===== src/rtl/tap_pkg.sv =====
// tap_pkg: shared TAP state encoding, data-register selectors and opcodes.
// Opcodes are held at the widest legal IR width and narrowed per instance.
package tap_pkg;

  localparam int IR_MAX = 8;

  typedef enum logic [3:0] {
    S_TLR,
    S_RTI,
    S_SEL_DR,
    S_CAP_DR,
    S_SH_DR,
    S_EX1_DR,
    S_PAU_DR,
    S_EX2_DR,
    S_UPD_DR,
    S_SEL_IR,
    S_CAP_IR,
    S_SH_IR,
    S_EX1_IR,
    S_PAU_IR,
    S_EX2_IR,
    S_UPD_IR
  } tap_state_e;

  typedef enum logic [1:0] {
    R_BYPASS,
    R_IDCODE,
    R_USERCODE,
    R_BSR
  } dr_sel_e;

  localparam logic [IR_MAX-1:0] OP_EXTEST   = 8'd0;
  localparam logic [IR_MAX-1:0] OP_IDCODE   = 8'd1;
  localparam logic [IR_MAX-1:0] OP_SAMPLE   = 8'd2;
  localparam logic [IR_MAX-1:0] OP_INTEST   = 8'd3;
  localparam logic [IR_MAX-1:0] OP_USERCODE = 8'd4;

  // BYPASS is all-ones at whatever IR width the instance uses
  function automatic logic [IR_MAX-1:0] op_bypass(int w);
    return {IR_MAX{1'b1}} >> (IR_MAX - w);
  endfunction

endpackage


===== src/rtl/tap_fsm.sv =====
// tap_fsm: IEEE 1149.1 TAP controller state machine.
// Exports one-hot state strobes and a strobe for entering TEST_LOGIC_RESET.
module tap_fsm
  import tap_pkg::*;
(
  input  logic        TCK,
  input  logic        TRST,
  input  logic        TMS,
  output logic [15:0] st,
  output logic        to_tlr
);

  tap_state_e state;
  tap_state_e nxt;

  // State register
  always_ff @(posedge TCK) begin
    if (TRST) state <= S_TLR;
    else      state <= nxt;
  end

  // Next-state on TMS, one-hot strobes
  always_comb begin
    nxt = state;
    unique case (state)
      S_TLR:    nxt = TMS ? S_TLR    : S_RTI;
      S_RTI:    nxt = TMS ? S_SEL_DR : S_RTI;
      S_SEL_DR: nxt = TMS ? S_SEL_IR : S_CAP_DR;
      S_CAP_DR: nxt = TMS ? S_EX1_DR : S_SH_DR;
      S_SH_DR:  nxt = TMS ? S_EX1_DR : S_SH_DR;
      S_EX1_DR: nxt = TMS ? S_UPD_DR : S_PAU_DR;
      S_PAU_DR: nxt = TMS ? S_EX2_DR : S_PAU_DR;
      S_EX2_DR: nxt = TMS ? S_UPD_DR : S_SH_DR;
      S_UPD_DR: nxt = TMS ? S_SEL_DR : S_RTI;
      S_SEL_IR: nxt = TMS ? S_TLR    : S_CAP_IR;
      S_CAP_IR: nxt = TMS ? S_EX1_IR : S_SH_IR;
      S_SH_IR:  nxt = TMS ? S_EX1_IR : S_SH_IR;
      S_EX1_IR: nxt = TMS ? S_UPD_IR : S_PAU_IR;
      S_PAU_IR: nxt = TMS ? S_EX2_IR : S_PAU_IR;
      S_EX2_IR: nxt = TMS ? S_UPD_IR : S_SH_IR;
      S_UPD_IR: nxt = TMS ? S_SEL_DR : S_RTI;
    endcase
    st        = '0;
    st[state] = 1'b1;
    to_tlr    = (nxt == S_TLR);
  end

endmodule


===== src/rtl/tap_core.sv =====
// tap_core: JTAG TAP with IR, BYPASS, IDCODE, boundary scan and TDO mux.
// Define TAP_USERCODE_EN to add the USERCODE register at opcode 4.
module tap_core
  import tap_pkg::*;
#(
  parameter int          IR_WIDTH   = 4,
  parameter int          BSR_WIDTH  = 8,
  parameter logic [31:0] ID_VALUE   = 32'h1000_0001,
  parameter logic [31:0] USER_VALUE = 32'h0000_0000
) (
  input  logic                 TCK,
  input  logic                 TRST,
  input  logic                 TMS,
  input  logic                 TDI,
  output logic                 TDO,
  output logic                 TDO_EN,
  input  logic [BSR_WIDTH-1:0] BSR_PI,
  output logic [BSR_WIDTH-1:0] BSR_PO,
  output logic                 TEST_MODE,
  output logic [IR_WIDTH-1:0]  IR_OUT
);

  localparam logic [IR_WIDTH-1:0] OPC_IDCODE = IR_WIDTH'(OP_IDCODE);
  localparam logic [IR_WIDTH-1:0] OPC_BYPASS =
    IR_WIDTH'(op_bypass(IR_WIDTH));

  logic [15:0]          st;
  logic                 to_tlr;
  logic [IR_WIDTH-1:0]  ir_sh;
  logic                 byp_sh;
  logic [31:0]          id_sh;
  logic [BSR_WIDTH-1:0] bsr_sh;
  logic [IR_MAX-1:0]    ir_ext;
  logic                 ir_ones;
  dr_sel_e              dr_sel;
  logic                 bsr_ins;
  logic                 cap;
  logic                 sh;
  logic                 unused_st;

  tap_fsm u_fsm (
    .TCK    (TCK),
    .TRST   (TRST),
    .TMS    (TMS),
    .st     (st),
    .to_tlr (to_tlr)
  );

  assign ir_ext    = IR_MAX'(IR_OUT);
  assign ir_ones   = (IR_OUT == OPC_BYPASS);
  assign cap       = st[S_CAP_DR];
  assign sh        = st[S_SH_DR];
  assign TDO_EN    = st[S_SH_IR] | st[S_SH_DR];
  assign unused_st = ^st;

`ifdef TAP_USERCODE_EN
  logic [31:0] usr_sh;
`else
  logic unused_user;
  assign unused_user = ^USER_VALUE;
`endif

  // Instruction decode; all-ones wins so narrow IRs still reach BYPASS
  always_comb begin
    dr_sel    = R_BYPASS;
    bsr_ins   = 1'b0;
    TEST_MODE = 1'b0;
    unique case (1'b1)
      ir_ones: dr_sel = R_BYPASS;
      !ir_ones && ir_ext == OP_EXTEST: begin
        dr_sel    = R_BSR;
        bsr_ins   = 1'b1;
        TEST_MODE = 1'b1;
      end
      !ir_ones && ir_ext == OP_IDCODE: dr_sel = R_IDCODE;
      !ir_ones && ir_ext == OP_SAMPLE: begin
        dr_sel  = R_BSR;
        bsr_ins = 1'b1;
      end
      !ir_ones && ir_ext == OP_INTEST: begin
        dr_sel    = R_BSR;
        bsr_ins   = 1'b1;
        TEST_MODE = 1'b1;
      end
`ifdef TAP_USERCODE_EN
      !ir_ones && ir_ext == OP_USERCODE: dr_sel = R_USERCODE;
`endif
      default: dr_sel = R_BYPASS;
    endcase
  end

  // IR capture/shift and active instruction update
  always_ff @(posedge TCK) begin
    if (TRST) begin
      ir_sh  <= '0;
      IR_OUT <= OPC_IDCODE;
    end else begin
      if (st[S_CAP_IR])     ir_sh <= IR_WIDTH'(1);
      else if (st[S_SH_IR]) ir_sh <= {TDI, ir_sh[IR_WIDTH-1:1]};
      if (to_tlr)            IR_OUT <= OPC_IDCODE;
      else if (st[S_UPD_IR]) IR_OUT <= ir_sh;
    end
  end

  // Data registers: only the selected one captures or shifts
  always_ff @(posedge TCK) begin
    if (TRST) begin
      byp_sh <= 1'b0;
      id_sh  <= '0;
      bsr_sh <= '0;
    end else begin
      if (dr_sel == R_BYPASS) begin
        if (cap)     byp_sh <= 1'b0;
        else if (sh) byp_sh <= TDI;
      end
      if (dr_sel == R_IDCODE) begin
        if (cap)     id_sh <= ID_VALUE;
        else if (sh) id_sh <= {TDI, id_sh[31:1]};
      end
      if (dr_sel == R_BSR) begin
        if (cap)     bsr_sh <= BSR_PI;
        else if (sh) bsr_sh <= {TDI, bsr_sh[BSR_WIDTH-1:1]};
      end
    end
  end

`ifdef TAP_USERCODE_EN
  // USERCODE register
  always_ff @(posedge TCK) begin
    if (TRST) begin
      usr_sh <= '0;
    end else if (dr_sel == R_USERCODE) begin
      if (cap)     usr_sh <= USER_VALUE;
      else if (sh) usr_sh <= {TDI, usr_sh[31:1]};
    end
  end
`endif

  // Boundary-scan update latch
  always_ff @(posedge TCK) begin
    if (TRST)                          BSR_PO <= '0;
    else if (st[S_UPD_DR] && bsr_ins) BSR_PO <= bsr_sh;
  end

  // TDO: bit 0 of whatever is shifting, else low
  always_comb begin
    TDO = 1'b0;
    if (st[S_SH_IR]) begin
      TDO = ir_sh[0];
    end else if (sh) begin
      case (dr_sel)
        R_IDCODE:   TDO = id_sh[0];
`ifdef TAP_USERCODE_EN
        R_USERCODE: TDO = usr_sh[0];
`endif
        R_BSR:      TDO = bsr_sh[0];
        default:    TDO = byp_sh;
      endcase
    end
  end

endmodule


===== config.mk =====
export PLATFORM = sky130hd
export DESIGN_NAME = tap_core
export DESIGN_NICKNAME = d
export VERILOG_FILES = /design/src/rtl/tap_pkg.sv /design/src/rtl/tap_fsm.sv /design/src/rtl/tap_core.sv
export SDC_FILE = /design/constraint.sdc
export NUM_CORES = 1
export LEC_CHECK = 0
export ABC_AREA = 0
export CAP_MARGIN = 25
export CORE_AREA = 2 2 83 85
export CTS_CLUSTER_SIZE = 20
export DETAILED_ROUTE_END_ITERATION = 8
export DIE_AREA = 0 0 85 87
export MAX_ROUTING_LAYER = met4
export SETUP_SLACK_MARGIN = 0.02
export SYNTH_ARGS = -nofsm -noshare
export SYNTH_HDL_FRONTEND = slang
export SYNTH_SLANG_ARGS = --single-unit

===== constraint.sdc =====
create_clock -name TCK -period 1.84 [get_ports TCK]
set_input_delay 0.368 -clock TCK [delete_from_list [all_inputs] [get_ports TCK]]
set_output_delay 0.368 -clock TCK [all_outputs]
set_load 0.005 [all_outputs]

==> run metrics, run 1 <==
worst path cell trace buf_6 -> nor4b_4 -> o21ai_1 -> a21oi_1 -> or2_4 -> buf_6; Routability Congestion 0.840; Buf/Inv on CP 2; sequential fraction of design power 0.505; type of the tightest min-delay check flop to flop; first-pass GRT wire length 9.81 mm; post-synthesis sequential area ratio 0.476; r2r startpoint u_fsm.state[3]; row count 30; Die Area 7400 µm²; Int Pwr 1.97 mW; Synth async-reset ratio 0; Worst-Skew Late Latency 340 ps; crit share post-route 1.03; synth top area cells dfxtp_1 48%, a21oi_1 7.8%, nand2_1 7.5%; Syn Std Cell Area 2560 µm²; Post-synth top cells 61 x dfxtp_1, 51 x nand2_1, 40 x a21oi_1; status finished with violations; Via density 5.18; CTS buffer count 9; CTS H-Tree Depth 3; mean area per synthesized cell 8.22 µm²; Starting Density 0.390; failing checks negative setup slack; peak per-stage delay on the critical path 350 ps; GRT Resource Usage Total 0.172; Worst Tran Pin Value 481 ps; crit path kind flop to output pin; GRT overflow 0; area of the multi-input gates 1300 µm²; CTS Hold Buffers Added 0; total power 2.66 mW; Tmin final 1900 ps; DR vias 2288; relative slew slack 0.671; Comb power frac 0.100; skew final 10.6 ps; dominant synthesized flop cell dfxtp_1; cell mode on critical path buf_6; Final Util 0.521; # Max-Cap Violations 0; Syn Nets 324; Startpoint Class flop; crit path launch u_fsm.state[0]; drt first pass iters 4; initial antenna violation count 0; flops & latches, synth 61; net switching fraction of the power 0.259; Reg area 1230 µm²; Root Driver clkbuf_8; layout cell share with drive strength beyond 1 0.199; Clock Sinks 61; Avg WL per Cell 13.1 µm; most common cell in the synthesized netlist dfxtp_1; Req. time, crit path 1470 ps; clock-pin slew on the worst setup and hold paths 70 ps; synth unique cells 39; DR DRC count 0; top cell type by total area after synthesis dfxtp_1; Slowest cell on crit path dfxtp_4; total power per unit cell area 778 nW/µm²; Fill cells 624; hpwl dp 3.60 mm; top-area cell type share of the netlist area 0.476; Initial DRC Count 114; WL final 5.77 mm; NetSw 0.690 mW; Mapped Cells 312; Hold WS 453 ps; Final Slew Violations 0; VDD IR max 429 µV; # nets final 369; antenna-violating nets left 0; IO Count 27; core area 6570 µm²; PortBufs 26; hold_sp ir_sh[1]; CTS tree done; number of global-route vias before repair 2099; unrepaired setup endpoints after global routing true; CP Max Fanout 3; Final setup viols 5; Post-synth EDFFs 0; setup ws final -58.8 ps; Chip Height 87 µm; # diodes 0; Fin. Hold Viols 0; Crit. End Element output pin; Clock power frac 0.395; CP top delay family simple AND/OR/NAND/NOR gates; Leak Pwr 1.22 nW; WP data arrival 1530 ps; Fin Setup TNS -168 ps; CTS max path bufs 2; fmax 0.527 GHz; largest net degree at the start of global routing 39; chip width 85 µm; Layout area overhead 33.4%; synth warn 0
-- state kept, by name, summed over array words and instances (netlist names) --
| signal | flops |
|---|---|
| BSR_PO | 8 |
| IR_OUT | 4 |
| bsr_sh | 8 |
| byp_sh | 1 |
| id_sh | 32 |
| ir_sh | 4 |
| u_fsm.state | 4 |
-- stage by stage --
step,setup slack [ps],cells,instance area (µm²)
after floorplan,3.19,312,2580
after global placement,-100,419,3080
after detailed placement,-98.8,419,3080
after CTS,-30.1,438,3340
after global routing,-131,442,3420
final,-58.8,442,3420
-- routing by layer --
layer,track usage,up-vias,share of wire
li1,-,1178,-
met1,0.226,1058,0.48
met2,0.242,43,0.46
met3,0.0398,9,0.036
met4,0.0967,0,0.021
met5,-,-,0
-- tightest hold or removal path, stage by stage, from the launching register on --
cell and delay, ps:
dfxtp_1 310, nand2_1 50, a21oi_1 50
-- logic make-up after synthesis --
logic type / count (synthesis) / synth area share
AO/OA/AOI/OAI: 69 / 0.178
XOR/XNOR: 1 / 0.00342
buffers and inverters: 32 / 0.0517
flip-flops: 61 / 0.476
multiplexers: 11 / 0.0429
AND/OR/NAND/NOR: 138 / 0.247
-- placed cells by master, fill, tap and decap left out, types with 7 or more instances in the layout --
cell	netlist	layout
a21oi_1	40	40
a311oi_1	7	7
buf_4	0	24
clkbuf_8	0	10
clkdlybuf4s50_1	0	22
dfxtp_1	61	57
mux2i_1	11	11
nand2_1	51	51
nand3_1	35	35
nor2_1	29	26
-- power by group through the flow --
stage          clock, mW  combinational [mW]  sequential [mW]
2_1_floorplan          0               0.139             1.37
3_3_place_gp           0               0.238             1.37
3_5_place_dp           0               0.237             1.37
4_1_cts             1.08               0.246             1.35
5_1_grt             1.14               0.294             1.34
6_report            1.05               0.266             1.34
-- what timing repair did --
item / CTS / global route
resized for setup: 25 / 10
setup endpoints to repair: 12 / 43
pin swaps: 3 / 2
buffers inserted: 3 / 4
-- final timing paths --
| kind | end | cells after the start | slack (ps) |
|---|---|---|---|
| worst min register to register | ir_sh[1] | 2 | 450 |
| worst max register to register | bsr_sh[7] | 6 | -40 |
| worst min-delay path | ir_sh[1] | 2 | 450 |
| worst max-delay path | TDO | 6 | -60 |
-- final cells by class --
type	count	area share
Timing Repair Buffer	60	0.172
Multi-Input combinational cell	219	0.380
Sequential cell	61	0.361
Clock inverter	6	0.0113
Inverter	6	0.00659
Tap cell	80	0.0293
Clock buffer	10	0.0402
Note: power is estimated with default switching activity, not from simulation.
==> run 2, diff against run 1 <==
--- a/config.mk
+++ b/config.mk
@@ -11,6 +11,7 @@
 export CTS_CLUSTER_SIZE = 20
 export DETAILED_ROUTE_END_ITERATION = 8
 export DIE_AREA = 0 0 85 87
+export GPL_ROUTABILITY_DRIVEN = 0
 export MAX_ROUTING_LAYER = met4
 export SETUP_SLACK_MARGIN = 0.02
 export SYNTH_ARGS = -nofsm -noshare
==> constraint.sdc (replaced) <==
create_clock -name TCK -period 1.7 [get_ports TCK]
set_input_delay 0.34 -clock TCK [delete_from_list [all_inputs] [get_ports TCK]]
set_output_delay 0.34 -clock TCK [all_outputs]
set_load 0.005 [all_outputs]
==> run 2 against run 1 <==
The flow still finishes with violations (negative setup slack); clock skew fell by 2.4 ps; sequential power is 9% higher; largest power group unchanged; routed wire length grew 25%; combinational power increased by 63%; power up 22%; sequential cell count stayed put; core utilization grew 11 points; final cell count rose by 5.0%; die area unchanged; non-clock buffer count up 22; critical path depth is the same; critical path type unchanged; clock power is 29% higher.
==> run metrics, run 2 (synthesis gave the netlist of run 1 again) <==
status finished with violations; failing checks negative setup slack; Starting Density 0.390; pre-CTS setup slack -187 ps; Avg WL per Cell 15.6 µm; Fin. Hold Viols 0; Crit. End Element output pin; reg2reg end bsr_sh[4]; CTS max path bufs 2; drt first pass iters 4; CTS H-Tree Depth 3; Req. time, crit path 1360 ps; hold endpoint u_fsm.state[1]; max reg flops 32; hpwl dp 3.66 mm; most frequent cells in the layout 53 x dfxtp_1, 36 x buf_4, 29 x nand2_1; crit share post-route 1.10; Chip Height 87 µm; CTS Hold Buffers Added 0; commonest non-fill, non-tap cell in the layout dfxtp_1; IO Count 27; CP Max Fanout 3; chip width 85 µm; peak per-stage delay on the critical path 360 ps; Layout area overhead 60.7%; CTS buffer count 9; R2R cell count 5; WP data arrival 1540 ps; total power per unit cell area 787 nW/µm²; Clock Sinks 61; setup ws final -178 ps; CTS tree done; Hold WS 216 ps; layout cell share with drive strength beyond 1 0.443; Die Area 7400 µm²; DR DRC count 0; skew final 8.17 ps; Design Area, Final 4120 µm²; initial antenna violation count 0; dpl cells 427; core area 6570 µm²; R2R Setup Slk -170 ps; relative slew slack 0.665; Startpoint Class flop; crit path kind flop to output pin; Worst Tran Pin Value 503 ps; Worst Hold Depth 2; Initial DRC Count 167; VDD IR max 724 µV; worst path cell trace buf_12 -> nor4b_4 -> o21ai_1 -> a21oi_1 -> or2_4 -> buf_6; Tmin final 1880 ps; Final Util 0.627; clock-pin slew on the worst setup and hold paths 60 ps; Final Slew Violations 0; # Max-Cap Violations 0; final non-filler cell total 464; largest net degree at the start of global routing 34; crit path launch u_fsm.state[1]; unrepaired setup endpoints after global routing true; # diodes 0; GRT overflow 0; PortBufs 26; biggest regs id_sh x32, BSR_PO x8, bsr_sh x8; first-pass GRT wire length 9.88 mm; Via density 5.41; # nets final 391; Root Driver clkbuf_8; Reg with most FFs id_sh; WL final 7.23 mm; number of global-route vias before repair 2095; Worst-Skew Late Latency 340 ps; r2r startpoint u_fsm.state[1]; fmax 0.532 GHz; GRT Resource Usage Total 0.174; DR vias 2512; type of the tightest min-delay check input pin to flop; antenna-violating nets left 0; Final setup viols 40; row count 30; DP Area 3130 µm²; Leak Pwr 1.46 nW; Slowest cell on crit path dfxtp_4; hold_sp TRST
-- run 2: cell type report --
class	instances	area, µm²
Clock buffer	13	169
Clock inverter	3	42.5
Fill cell	530	2450
Inverter	6	22.5
Multi-Input combinational cell	219	1670
Sequential cell	61	1240
Tap cell	80	100
Timing Repair Buffer	82	877
-- run 2: how the worst max path moves through the flow --
stage | to
floorplan | bsr_sh[6]
global placement | TDO_EN
detailed placement | bsr_sh[0]
CTS | bsr_sh[4]
global route | bsr_sh[1]
finish | TDO
-- run 2: worst max-delay path: cells and delay by family, from the launching register on --
kind / cells / cell delay (ps)
flops: 1 / 360
simple gates: 2 / 410
compound gates: 2 / 220
buf+inv: 2 / 210
-- run 2: per-layer routing --
layer / wire length [µm] / up-vias / global-route usage
li1: - / 1242 / -
met1: 3210 / 1216 / 0.216
met2: 3660 / 45 / 0.261
met3: 304 / 9 / 0.0588
met4: 59 / 0 / 0.0664
met5: 0 / - / -
-- run 2: where the power goes --
group	total, mW	internal (mW)	switching (mW)
clock network	1.35	0.795	0.557
registers	1.46	1.44	0.0160
logic	0.433	0.210	0.224
total	3.24	2.45	0.797
-- run 2: through the flow --
step,TNS [ps],total power [mW]
2_1_floorplan,-733,1.63
3_3_place_gp,-1540,1.74
3_5_place_dp,-1620,1.74
4_1_cts,-1760,3.12
5_1_grt,-6970,3.35
6_report,-3740,3.24
-- run 2: what timing repair did --
action	CTS	global route
pin swaps	4	47
setup buffers	2	12
resized for setup	31	119
endpoints found under the setup margin	24	45
cloned	1	6
